$ cat config.mk
export PLATFORM = sky130hd
export DESIGN_NAME = zigbee_chip_spreader
export DESIGN_NICKNAME = d
export VERILOG_FILES = /design/src/rtl/zigbee_chip_spreader.sv
export SDC_FILE = /design/constraint.sdc
export NUM_CORES = 1
export LEC_CHECK = 0
export ABC_AREA = 1
export CELL_PAD_IN_SITES_DETAIL_PLACEMENT = 0
export CELL_PAD_IN_SITES_GLOBAL_PLACEMENT = 1
export CORE_MARGIN = 1
export CORE_UTILIZATION = 41
export DETAILED_ROUTE_END_ITERATION = 12
export GPL_TIMING_DRIVEN = 0
export PLACE_DENSITY_LB_ADDON = 0.1
export SKIP_CTS_REPAIR_TIMING = 1
export SLEW_MARGIN = 20
export SYNTH_ARGS = -nofsm -noshare
export SYNTH_HDL_FRONTEND = slang
export SYNTH_SLANG_ARGS = --single-unit
$ cat constraint.sdc
create_clock -name clk -period 2.62 [get_ports clk]
set_input_delay 0.524 -clock clk [delete_from_list [all_inputs] [get_ports clk]]
set_output_delay 0.524 -clock clk [all_outputs]
set_load 0.005 [all_outputs]
$ cat src/rtl/zigbee_chip_spreader.sv
// Packs the FIFO's serial bit stream into 4-bit 802.15.4 symbols and emits each symbol's
// 32-chip PN sequence serially at chip rate, with byte-aligned read backpressure.
module zigbee_chip_spreader #(
    parameter int unsigned CHIP_DIV  = 25,
    parameter int unsigned SYM_DEPTH = 4
) (
    input  logic clk,
    input  logic reset_n,
    input  logic tx_en,
    input  logic data_in,
    input  logic iq_rate_in,
    input  logic mem_state_in,
    output logic en_iq,
    output logic chip_out,
    output logic chip_is_q,
    output logic chip_stb,
    output logic busy,
    output logic ovf
);

    localparam int unsigned PtrW = $clog2(SYM_DEPTH);
    localparam int unsigned CntW = $clog2(SYM_DEPTH + 1);
    localparam int unsigned DivW = $clog2(CHIP_DIV);
    localparam logic [31:0] Pn0  = 32'b1101_1001_1100_0011_0101_0010_0010_1110;

    typedef enum logic [0:0] {StIdle, StSend} state_e;

    state_e              state_q, state_d;
    logic                iq_prev_q, iq_prev_d;
    logic [2:0]          bit_cnt_q, bit_cnt_d;
    logic [3:0]          nib_q, nib_d;
    logic                wait_fall_q, wait_fall_d;
    logic                en_iq_q, en_iq_d;
    logic                ovf_q, ovf_d;
    logic [3:0]          sym_buf_q [SYM_DEPTH];
    logic [3:0]          sym_buf_d [SYM_DEPTH];
    logic [PtrW-1:0]     head_q, head_d, tail_q, tail_d;
    logic [CntW-1:0]     count_q, count_d;
    logic [3:0]          cur_sym_q, cur_sym_d;
    logic [4:0]          chip_idx_q, chip_idx_d;
    logic [DivW-1:0]     div_q, div_d;

    logic rise, fall, push, push_ok, pop, full, div_last, boundary;
    logic [31:0] pn_w;
    logic unused_mem_state;

    assign unused_mem_state = mem_state_in;

    // MSB of the word is chip 0; rotating the chip sequence right rotates the word right.
    function automatic logic [31:0] pn_word(input logic [3:0] sym);
        logic [63:0] dbl;
        logic [31:0] w;
        dbl = {Pn0, Pn0};
        w   = dbl[{1'b0, sym[2:0], 2'b00} +: 32];
        if (sym[3]) w = w ^ 32'h5555_5555;
        return w;
    endfunction

    assign rise     = iq_rate_in & ~iq_prev_q;
    assign fall     = ~iq_rate_in & iq_prev_q;
    assign push     = rise && (bit_cnt_q[1:0] == 2'b11);
    assign full     = (count_q == CntW'(SYM_DEPTH));
    assign div_last = (state_q == StSend) && (div_q == DivW'(CHIP_DIV - 1));
    assign pop      = (count_q != '0) &&
                      ((state_q == StIdle) || (div_last && chip_idx_q == 5'd31));
    assign push_ok  = push && (!full || pop);
    // Quiet byte boundary: no bit in flight and the 8th-bit strobe has already fallen.
    assign boundary = (bit_cnt_q == 3'd0) && !wait_fall_q && !iq_rate_in && !iq_prev_q;

    always_comb begin
        iq_prev_d   = iq_rate_in;
        bit_cnt_d   = bit_cnt_q;
        nib_d       = nib_q;
        wait_fall_d = wait_fall_q;
        en_iq_d     = en_iq_q;
        ovf_d       = ovf_q;
        sym_buf_d   = sym_buf_q;
        head_d      = head_q;
        tail_d      = tail_q;
        count_d     = count_q;
        state_d     = state_q;
        cur_sym_d   = cur_sym_q;
        chip_idx_d  = chip_idx_q;
        div_d       = div_q;

        if (rise) begin
            nib_d[bit_cnt_q[1:0]] = data_in;
            bit_cnt_d             = bit_cnt_q + 3'd1;
            if (bit_cnt_q == 3'd7) wait_fall_d = 1'b1;
        end else if (fall) begin
            wait_fall_d = 1'b0;
        end

        if (boundary) en_iq_d = tx_en && (count_q <= CntW'(SYM_DEPTH - 2));

        if (push_ok) begin
            sym_buf_d[tail_q] = nib_d;
            tail_d            = tail_q + PtrW'(1);
        end else if (push) begin
            ovf_d = 1'b1;
        end

        if (pop) begin
            cur_sym_d = sym_buf_q[head_q];
            head_d    = head_q + PtrW'(1);
        end

        unique case ({push_ok, pop})
            2'b10:   count_d = count_q + CntW'(1);
            2'b01:   count_d = count_q - CntW'(1);
            default: count_d = count_q;
        endcase

        unique case (state_q)
            StIdle: begin
                if (pop) begin
                    chip_idx_d = 5'd0;
                    div_d      = '0;
                    state_d    = StSend;
                end
            end
            StSend: begin
                if (div_last) begin
                    div_d      = '0;
                    chip_idx_d = chip_idx_q + 5'd1;
                    if (chip_idx_q == 5'd31 && !pop) state_d = StIdle;
                end else begin
                    div_d = div_q + DivW'(1);
                end
            end
            default: state_d = StIdle;
        endcase
    end

    always_ff @(posedge clk or negedge reset_n) begin
        if (!reset_n) begin
            state_q     <= StIdle;
            iq_prev_q   <= 1'b0;
            bit_cnt_q   <= 3'd0;
            nib_q       <= 4'd0;
            wait_fall_q <= 1'b0;
            en_iq_q     <= 1'b0;
            ovf_q       <= 1'b0;
            sym_buf_q   <= '{default: '0};
            head_q      <= '0;
            tail_q      <= '0;
            count_q     <= '0;
            cur_sym_q   <= 4'd0;
            chip_idx_q  <= 5'd0;
            div_q       <= '0;
        end else begin
            state_q     <= state_d;
            iq_prev_q   <= iq_prev_d;
            bit_cnt_q   <= bit_cnt_d;
            nib_q       <= nib_d;
            wait_fall_q <= wait_fall_d;
            en_iq_q     <= en_iq_d;
            ovf_q       <= ovf_d;
            sym_buf_q   <= sym_buf_d;
            head_q      <= head_d;
            tail_q      <= tail_d;
            count_q     <= count_d;
            cur_sym_q   <= cur_sym_d;
            chip_idx_q  <= chip_idx_d;
            div_q       <= div_d;
        end
    end

    assign pn_w      = pn_word(cur_sym_q);
    assign busy      = (state_q == StSend);
    assign chip_out  = busy & pn_w[5'd31 - chip_idx_q];
    assign chip_is_q = busy & chip_idx_q[0];
    assign chip_stb  = div_last;
    assign en_iq     = en_iq_q;
    assign ovf       = ovf_q;

endmodule

# Word level (Yosys, flattened, before mapping)
# Index checks and enable logic that the tools add are counted.
# op_classes
order_cmp	7
shift	1
reduce_logical	26
eq_ne	10
muxes	26
add_sub_neg	8
bitwise_logic	11
# ops
op	n
$shiftx 64x6->32 const A	1
$mux 31	1
$pmux 5 s2	2
$bwmux 16	1
$mux 4	4
$not 16->16	1
$mux 5	3
$logic_and 1x1->1	12
$add 5x1->5 const B	2
$eq 5x5->1 const B	2
$bmux 4 s2	1
$demux 4 s2	1
$mux 1	8
$add 3x1->3 const B	2
$eq 3x3->1 const B	2
$ge 3x3->1 const B	2
$lt 5x6->1 const B	1
$not 2->3	2
$pmux 3 s2	1
$reduce_and 2->1	3
$bmux 1 s5	1
$logic_not 1->1	5
$sub 5x5->5 const A	1
$add 2x1->2 const B	2
other kinds (18)	28
# totals
register_bits	49
in_bits	6
word_cells	106
out_inout_bits	6

# Logic depth before layout (Yosys ltp)
# Gate-level depths: netlist of the first run.
# logic_depth
depth_word	10
ltp_mapped	16
depth_no_buf	16

# Worst setup path before layout of the first run
# No wires, ideal clock.
# synth_path
path_type	flip-flop to output port
startpoint	reg cur_sym_q[1]
endpoint	out chip_out
n_path_buf	0
slack_ps	440
required_time_ps	2096
t_arrival_ps	1656
path_stages_with_launch	14
path_cell_list	dfrtp_1 inv_2 ha_1 inv_1 nand2_1 nand2_1 nand2_1 nand2_1 o21ai_1 nand3_1 nand2_1 nor2_1 nor2_1 nor2_1
# synth_between
elab_chain_cells	6
# synth_lines
item	line_no	source
from (decl)	39	logic [3:0] cur_sym_q, cur_sym_d;
from (signal assigned)	163	cur_sym_q <= cur_sym_d;
$shiftx 64x6->32 (*)	54	w = dbl[{1'b0, sym[2:0], 2'b00} +: 32];
$not 16->16 (no line)	--	
$mux 31	55	if (sym[3]) w = w ^ 32'h5555_5555;
$bmux 1 s5 (*)	171	assign chip_out = busy & pn_w[5'd31 - chip_idx_q];
$mux 1 (implied by the code) (*)	171	
$and 1x1->1 (*)	171	
to (decl)	14	output logic chip_out,
# Mark *: on every way between the ends. The rest lies on a longest branch, timed or not. The select of a mux whose other input is x is not followed.

# Worst setup path after layout of the first run
# layout_path
startpoint	reg cur_sym_q[0]
endpoint	out chip_out
# Same word-level chain as after synthesis.

==> metrics.txt, run 1 <==
# TYPE chip_impl_metric gauge
chip_impl_metric{name="synth_xor_area_share",unit="%"} 2.20
chip_impl_metric{name="synth-compound-area-share",unit="%"} 10.5
chip_impl_info{name="synth_top_cell_by_area",value="dfrtp_1"} 1
chip_impl_metric{name="placed_cells",unit=""} 536
chip_impl_metric{name="post_synth_adder_cell_area",unit="%"} 8.10
chip_impl_metric{name="mappedNetlistNets",unit=""} 453
chip_impl_metric{name="timing_max_transition_violations_final",unit=""} 0
chip_impl_metric{name="least_margin_pin_slew",unit="ns"} 0.630
chip_impl_metric{name="drt-vias-per-instance",unit=""} 5.01
chip_impl_metric{name="p_per_area",unit="nW/um^2"} 615
chip_impl_metric{name="synth.yosys.seq_area_share",unit="%"} 38.5
chip_impl_metric{name="final_net_count",unit=""} 484
chip_impl_metric{name="clock_tree.htree_level_count",unit=""} 2
chip_impl_metric{name="drt-initial-drc-count",unit=""} 133
chip_impl_metric{name="proportion_of_power_drawn_by_flip_flops_and_latches",unit="%"} 48.4
chip_impl_metric{name="cp_data_arrival_time",unit="ns"} 2.14
chip_impl_metric{name="clock_tree.buffer_depth",unit=""} 2
chip_impl_metric{name="largest_net_degree_at_the_start_of_global_routing",unit=""} 50
chip_impl_metric{name="cts.sinks",unit=""} 49
chip_impl_metric{name="share_comb_of_total_power",unit="%"} 29.4
chip_impl_metric{name="flow.area_growth_from_synthesis",unit="%"} 15.8
chip_impl_metric{name="post_place_cell_area",unit="um^2"} 3400
chip_impl_info{name="clock_tree_from_tritoncts",value="yes"} 1
chip_impl_metric{name="post_synthesis_cell_area",unit="um^2"} 3180
chip_impl_info{name="most-common-layout-cells",value="110 x nand2_1, 60 x nand3_1, 47 x dfrtp_1, 45 x inv_1, 28 x nor2_1"} 1
chip_impl_metric{name="p_leak",unit="nW"} 1.88
chip_impl_metric{name="syn_inst",unit=""} 427
chip_impl_metric{name="min_period",unit="ns"} 2.66
chip_impl_metric{name="number_of_global_route_vias_before_repair",unit=""} 2669
chip_impl_metric{name="clock_buffers_created_by_tritoncts",unit=""} 5
chip_impl_metric{name="routed_wire_length",unit="um"} 7580
chip_impl_info{name="commonest_non_fill_non_tap_cell_in_the_layout",value="nand2_1"} 1
chip_impl_metric{name="dp_hpwl",unit="um"} 5430
chip_impl_metric{name="die_area",unit="um^2"} 8120
chip_impl_metric{name="first_pass_grt_wire_length",unit="um"} 12900
chip_impl_metric{name="detailroute.via_count",unit=""} 2793
chip_impl_metric{name="grt_use_total",unit="%"} 19.5
chip_impl_info{name="run_status",value="finished, violations left"} 1
chip_impl_metric{name="worst_ep_required_time",unit="ns"} 2.10
chip_impl_metric{name="global_route.overflow_total",unit=""} 0
chip_impl_metric{name="clock_pin_slew_of_the_registers_on_the_worst_case_setup_and_hold_paths",unit="ns"} 0.11
chip_impl_info{name="path_cells",value="clkinv_4 > ha_4 > inv_4 > nand2_4 > nand3_1 > nand3_1 > nand3_1 > and3_1 > nor2_1 > nor2_1 > nor2_1 > clkbuf_2"} 1
chip_impl_metric{name="inserted_diodes",unit=""} 0
chip_impl_metric{name="cap_violations",unit=""} 0
chip_impl_metric{name="worstPathMaxFanout",unit=""} 7
chip_impl_info{name="type_of_the_setup_path_with_the_least_slack",value="reg -> out"} 1
chip_impl_metric{name="synth_seq_cells",unit=""} 49
chip_impl_metric{name="share_clk_of_total_power",unit="%"} 22.3
chip_impl_metric{name="avgSynthCellArea",unit="um^2"} 7.45
chip_impl_metric{name="design.portCount",unit=""} 12
chip_impl_metric{name="p_total",unit="mW"} 2.27
chip_impl_info{name="violations",value="negative setup slack"} 1
chip_impl_info{name="hold_class",value="in -> async"} 1
chip_impl_metric{name="drtAntennaViolNets",unit=""} 0
chip_impl_metric{name="synth_mux_area_share",unit="%"} 1.42
chip_impl_info{name="rsz0062_at_grt",value="yes"} 1
chip_impl_metric{name="timing.final.crit_share",unit="%"} 102
chip_impl_metric{name="synth_cell_types",unit=""} 32
chip_impl_metric{name="initial_utilization",unit="%"} 43.2
chip_impl_metric{name="worst_ir_drop_vdd",unit="uV"} 345
chip_impl_metric{name="max_slew_margin",unit="%"} 58.0
chip_impl_info{name="synth_top_family_by_area",value="simple AND/OR/NAND/NOR gates"} 1
chip_impl_metric{name="post_layout_nonfiller_instances",unit=""} 558
chip_impl_metric{name="fmax",unit="GHz"} 0.375
chip_impl_metric{name="wl_per_cell",unit="um"} 13.6
chip_impl_metric{name="layout-drive-gt1-share",unit="%"} 14.6
chip_impl_info{name="cpLargestDelayFamily",value="simple AND/OR/NAND/NOR gates"} 1
chip_impl_info{name="critical_path.slowest_cell",value="dfrtp_2"} 1
chip_impl_metric{name="synth.yosys.warnings",unit=""} 0
chip_impl_metric{name="timing.clock.skew",unit="ns"} 0.0120
chip_impl_metric{name="die-height",unit="um"} 90.1
chip_impl_metric{name="power.share.switching",unit="%"} 36.6
chip_impl_metric{name="design.core.area",unit="um^2"} 7370
chip_impl_metric{name="std_cell_rows",unit=""} 31
chip_impl_info{name="critical_path.endpoint_type",value="output pin"} 1
chip_impl_metric{name="chipWidth",unit="um"} 90.1
chip_impl_metric{name="final-hold-violation-count",unit=""} 0
chip_impl_metric{name="insertion_delay",unit="ns"} 0.32
chip_impl_metric{name="intPower",unit="mW"} 1.44
chip_impl_info{name="synth.top_cells.by_area",value="dfrtp_1 39%, nand2_1 14%, nand3_1 9.7%"} 1
chip_impl_info{name="cp-start-kind",value="flop"} 1
chip_impl_metric{name="number_of_buffer_and_inverter_stages_on_the_critical_path",unit=""} 3
chip_impl_metric{name="post-route-cell-area",unit="um^2"} 3680
chip_impl_metric{name="final.setup.worst_slack",unit="ns"} -0.0443
chip_impl_info{name="ctsRootBufferMaster",value="clkbuf_8"} 1
chip_impl_metric{name="utilization",unit="%"} 50.0
chip_impl_metric{name="drc",unit=""} 0
chip_impl_metric{name="post-synth-top-area-fraction",unit="%"} 38.5
chip_impl_metric{name="worst_path_largest_cell_delay",unit="ns"} 0.49
chip_impl_metric{name="yosys.area_share.simple",unit="%"} 30.8
chip_impl_metric{name="gpl.final_weighted_congestion",unit=""} 0.867
chip_impl_metric{name="portBuffers",unit=""} 10
chip_impl_metric{name="drt-pass1-iter-count",unit=""} 4
chip_impl_metric{name="total_switching_power",unit="mW"} 0.830
chip_impl_metric{name="setup_viol",unit=""} 1
chip_impl_metric{name="whs",unit="ns"} 0.189
chip_impl_metric{name="grt_antenna_before_repair",unit=""} 0
## synthesized netlist by cell type, drive strengths merged
| cell type | instances |
|---|---|
| inv | 52 |
| clkbuf | 4 |
| buf | 8 |
| nand2 | 123 |
| xor2 | 6 |
| nand4 | 1 |
| nor2 | 31 |
| o21ai | 29 |
| nor4 | 1 |
| and3 | 1 |
| fa | 1 |
| o21bai | 1 |
| o22ai | 3 |
| nand3 | 62 |
| nor3 | 3 |
| dfrtp | 49 |
| o211a | 1 |
| ha | 19 |
| xnor2 | 2 |
| mux2 | 4 |
| a31oi | 6 |
| a21oi | 15 |
| o211ai | 5 |
## kinds of logic after synthesis
| family | Yosys count |
|---|---|
| compound gates | 60 |
| xor+xnor | 8 |
| fa+ha+maj | 20 |
| buf+inv | 64 |
| flops | 49 |
| mux | 4 |
| simple gates | 222 |
## registers in the layout, indices dropped and copies added, names as in the netlist, 2 cells and up
name and flops:
sym_buf_q 16, bit_cnt_q 3, cur_sym_q 4, head_q 2, div_q 5, tail_q 2
chip_idx_q 5, nib_q 4, count_q 3
## through the flow
stage          worst slack [ns]  setup TNS, ns
4_1_cts                  -0.731         -0.731
5_1_grt                  -0.151         -0.151
2_1_floorplan             0.440              0
3_3_place_gp             -0.478         -23.51
3_5_place_dp             -0.369         -0.369
6_report                -0.0443        -0.0443
## path summary, 6_finish.rpt
kind / from / end / slack [ns] / cells past startpoint
worst max-delay path: cur_sym_q[0] / chip_out / -0.04 / 12
worst min-delay path: reset_n / iq_prev_q / 0.19 / 1
worst max register to register: chip_idx_q[0] / count_q[2] / 0.27 / 16
worst min register to register: sym_buf_q[13] / sym_buf_q[13] / 0.50 / 2
max in group asynchronous: reset_n / cur_sym_q[0] / 1.95 / 1
min in group clk: sym_buf_q[13] / sym_buf_q[13] / 0.50 / 2
## cell type report
class	count	area (um^2)
well taps	99	124
flip-flops and latches	49	1230
plain buffers	12	72.6
multi-input cells	314	1750
repair buffers	24	198
clock inverters	3	28.8
fillers	768	3680
clock buffers	5	68.8
inverters	52	213
## per-layer routing
metal	global-route usage [%]	wire length, um	vias up
met2	29.6	3210	41
met5	0	0	-
li1	-	-	1448
met3	3.13	219	6
met4	4.03	66	0
met1	29.2	4080	1298
## power groups by stage
stage	sequential, mW	clock [mW]	combinational, mW
global placement	1.10	0	0.657
floorplan	1.08	0	0.490
finish	1.10	0.505	0.665
detailed placement	1.11	0	0.669
global route	1.12	0.545	0.777
CTS	1.09	0.516	0.674
No activity file was read; power rests on OpenSTA's default activity.
==> run 2, diff against run 1 <==
--- a/config.mk
+++ b/config.mk
@@ -13,6 +13,7 @@
 export DETAILED_ROUTE_END_ITERATION = 12
 export GPL_TIMING_DRIVEN = 0
 export PLACE_DENSITY_LB_ADDON = 0.1
+export RECOVER_POWER = 25
 export SKIP_CTS_REPAIR_TIMING = 1
 export SLEW_MARGIN = 20
 export SYNTH_ARGS = -nofsm -noshare
==> run 2 against run 1 <==
  * The flow still finishes with violations (negative setup slack)
  * Sequential share of layout area about the same
  * Critical path depth unchanged
  * Clock power about the same
  * Combinational power about the same
  * Hold slack improved by 0.24 ns
  * Die area unchanged
  * Count of clock-buffer cells in the layout unchanged
  * Maximum frequency about the same
  * Sequential cell count unchanged
  * First-iteration DRC count unchanged
  * Largest cell class unchanged
==> metrics.txt, run 2 (synthesis gave the netlist of run 1 again) <==
# TYPE chip_impl_metric gauge
chip_impl_metric{name="path_depth",unit=""} 12
chip_impl_metric{name="post-route-cell-area",unit="um^2"} 3680
chip_impl_metric{name="chipWidth",unit="um"} 90.1
chip_impl_metric{name="share_clk_of_total_power",unit="%"} 22.3
chip_impl_metric{name="final_net_count",unit=""} 484
chip_impl_metric{name="total_switching_power",unit="mW"} 0.830
chip_impl_metric{name="p_leak",unit="nW"} 1.88
chip_impl_metric{name="cp_data_arrival_time",unit="ns"} 2.14
chip_impl_metric{name="initial_utilization",unit="%"} 43.2
chip_impl_metric{name="drt-vias-per-instance",unit=""} 5.01
chip_impl_metric{name="worst_ep_required_time",unit="ns"} 2.10
chip_impl_metric{name="post_place_cell_area",unit="um^2"} 3400
chip_impl_info{name="violations",value="negative setup slack"} 1
chip_impl_metric{name="worst-r2r-setup-slack",unit="ns"} 0.27
chip_impl_info{name="most-common-layout-cells",value="110 x nand2_1, 60 x nand3_1, 47 x dfrtp_1, 45 x inv_1, 28 x nor2_1"} 1
chip_impl_metric{name="final-hold-violation-count",unit=""} 0
chip_impl_info{name="run_status",value="finished, violations left"} 1
chip_impl_metric{name="setup-tns-final",unit="ns"} -0.0427
chip_impl_metric{name="grt_antenna_before_repair",unit=""} 0
chip_impl_info{name="type_of_the_setup_path_with_the_least_slack",value="reg -> out"} 1
chip_impl_metric{name="clock_pin_slew_of_the_registers_on_the_worst_case_setup_and_hold_paths",unit="ns"} 0.11
chip_impl_metric{name="inserted_diodes",unit=""} 0
chip_impl_metric{name="placed_cells",unit=""} 536
chip_impl_metric{name="grt_use_total",unit="%"} 19.5
chip_impl_metric{name="number_of_global_route_vias_before_repair",unit=""} 2669
chip_impl_metric{name="std_cell_rows",unit=""} 31
chip_impl_info{name="cp-start-kind",value="flop"} 1
chip_impl_metric{name="layout-drive-gt1-share",unit="%"} 14.6
chip_impl_metric{name="utilization",unit="%"} 50.0
chip_impl_info{name="critical_path.endpoint_type",value="output pin"} 1
chip_impl_metric{name="min_period",unit="ns"} 2.66
chip_impl_metric{name="cap_violations",unit=""} 0
chip_impl_metric{name="p_total",unit="mW"} 2.27
chip_impl_metric{name="proportion_of_power_drawn_by_flip_flops_and_latches",unit="%"} 48.4
chip_impl_metric{name="whs",unit="ns"} 0.424
chip_impl_info{name="cpLargestDelayFamily",value="simple AND/OR/NAND/NOR gates"} 1
chip_impl_metric{name="p_per_area",unit="nW/um^2"} 615
chip_impl_metric{name="global_route.overflow_total",unit=""} 0
chip_impl_metric{name="portBuffers",unit=""} 10
chip_impl_metric{name="worst_ir_drop_vdd",unit="uV"} 345
chip_impl_metric{name="least_margin_pin_slew",unit="ns"} 1.23
chip_impl_metric{name="worstPathMaxFanout",unit=""} 7
chip_impl_metric{name="number_of_flip_flops_under_the_largest_register_name",unit=""} 16
chip_impl_metric{name="design.portCount",unit=""} 12
chip_impl_metric{name="die_area",unit="um^2"} 8120
chip_impl_metric{name="final.setup.worst_slack",unit="ns"} -0.0427
chip_impl_info{name="ctsRootBufferMaster",value="clkbuf_8"} 1
chip_impl_metric{name="wl_per_cell",unit="um"} 13.6
chip_impl_metric{name="cts.sinks",unit=""} 49
chip_impl_metric{name="power.share.switching",unit="%"} 36.6
chip_impl_metric{name="worst_slack_at_placement",unit="ns"} -0.369
chip_impl_metric{name="reg2regPathDepth",unit=""} 16
chip_impl_metric{name="design.core.area",unit="um^2"} 7370
chip_impl_metric{name="dp_hpwl",unit="um"} 5430
chip_impl_metric{name="clock_tree.buffer_depth",unit=""} 2
chip_impl_metric{name="number_of_buffer_and_inverter_stages_on_the_critical_path",unit=""} 3
chip_impl_metric{name="timing.final.crit_share",unit="%"} 102
chip_impl_info{name="rsz0062_at_grt",value="yes"} 1
chip_impl_info{name="clock_tree_from_tritoncts",value="yes"} 1
chip_impl_metric{name="timing_max_transition_violations_final",unit=""} 0
chip_impl_metric{name="max_slew_margin",unit="%"} 17.8
chip_impl_info{name="commonest_non_fill_non_tap_cell_in_the_layout",value="nand2_1"} 1
chip_impl_info{name="reg.largest.list",value="sym_buf_q x16, chip_idx_q x5, div_q x5"} 1
chip_impl_metric{name="largest_net_degree_at_the_start_of_global_routing",unit=""} 50
chip_impl_metric{name="gpl.final_weighted_congestion",unit=""} 0.867
chip_impl_metric{name="drtAntennaViolNets",unit=""} 0
chip_impl_info{name="critical_path.slowest_cell",value="dfrtp_2"} 1
chip_impl_metric{name="detailroute.via_count",unit=""} 2795
chip_impl_metric{name="die-height",unit="um"} 90.1
chip_impl_metric{name="intPower",unit="mW"} 1.44
chip_impl_metric{name="setup_viol",unit=""} 1
chip_impl_metric{name="clock_buffers_created_by_tritoncts",unit=""} 5
chip_impl_info{name="path_cells",value="clkinv_4 > ha_4 > inv_4 > nand2_4 > nand3_1 > nand3_1 > nand3_1 > and3_1 > nor2_1 > nor2_1 > nor2_1 > clkbuf_2"} 1
chip_impl_metric{name="post_layout_nonfiller_instances",unit=""} 558
chip_impl_info{name="register_with_the_most_flip_flops",value="sym_buf_q"} 1
chip_impl_metric{name="share_comb_of_total_power",unit="%"} 29.3
chip_impl_metric{name="worst_path_largest_cell_delay",unit="ns"} 0.49
chip_impl_metric{name="insertion_delay",unit="ns"} 0.32
chip_impl_metric{name="fmax",unit="GHz"} 0.376
chip_impl_metric{name="clock_tree.htree_level_count",unit=""} 2
chip_impl_metric{name="timing.clock.skew",unit="ns"} 0.0120
chip_impl_info{name="hold_class",value="in -> async"} 1
chip_impl_metric{name="routed_wire_length",unit="um"} 7580
chip_impl_metric{name="drc",unit=""} 0
chip_impl_metric{name="drt-initial-drc-count",unit=""} 133
chip_impl_metric{name="drt-pass1-iter-count",unit=""} 4
chip_impl_metric{name="flow.area_growth_from_synthesis",unit="%"} 15.7
chip_impl_metric{name="first_pass_grt_wire_length",unit="um"} 12900
## run 2: cell type report
class                      count  area (um^2)
multi-input combinational    314         1750
buffer                        12         72.6
sequential                    49         1230
clock buffer                   5         68.8
clock inverter                 3         28.8
tap                           99          124
timing repair buffer          24          195
inverter                      52          213
fill                         768         3690
## run 2: per-layer routing
| layer | part of all wire (%) | global-route usage, % | up-vias |
|---|---|---|---|
| li1 | - | - | 1448 |
| met3 | 3.0 | 3.13 | 6 |
| met5 | 0 | 0 | - |
| met4 | 0.87 | 4.03 | 0 |
| met1 | 54 | 29.2 | 1297 |
| met2 | 42 | 29.6 | 44 |
## run 2: worst paths after layout
kind	to	start
setup / recovery	chip_out	cur_sym_q[0]
hold / removal	iq_prev_q	reset_n
setup reg to reg	count_q[2]	chip_idx_q[0]
hold reg to reg	sym_buf_q[13]	sym_buf_q[13]
max in group asynchronous	cur_sym_q[0]	reset_n
min in group clk	sym_buf_q[13]	sym_buf_q[13]
## run 2: power by group through the flow
stage	logic [mW]	registers, mW	clock network, mW
2_1_floorplan	0.490	1.08	0
3_3_place_gp	0.657	1.10	0
3_5_place_dp	0.669	1.11	0
4_1_cts	0.674	1.09	0.516
5_1_grt	0.777	1.12	0.545
6_report	0.665	1.10	0.505
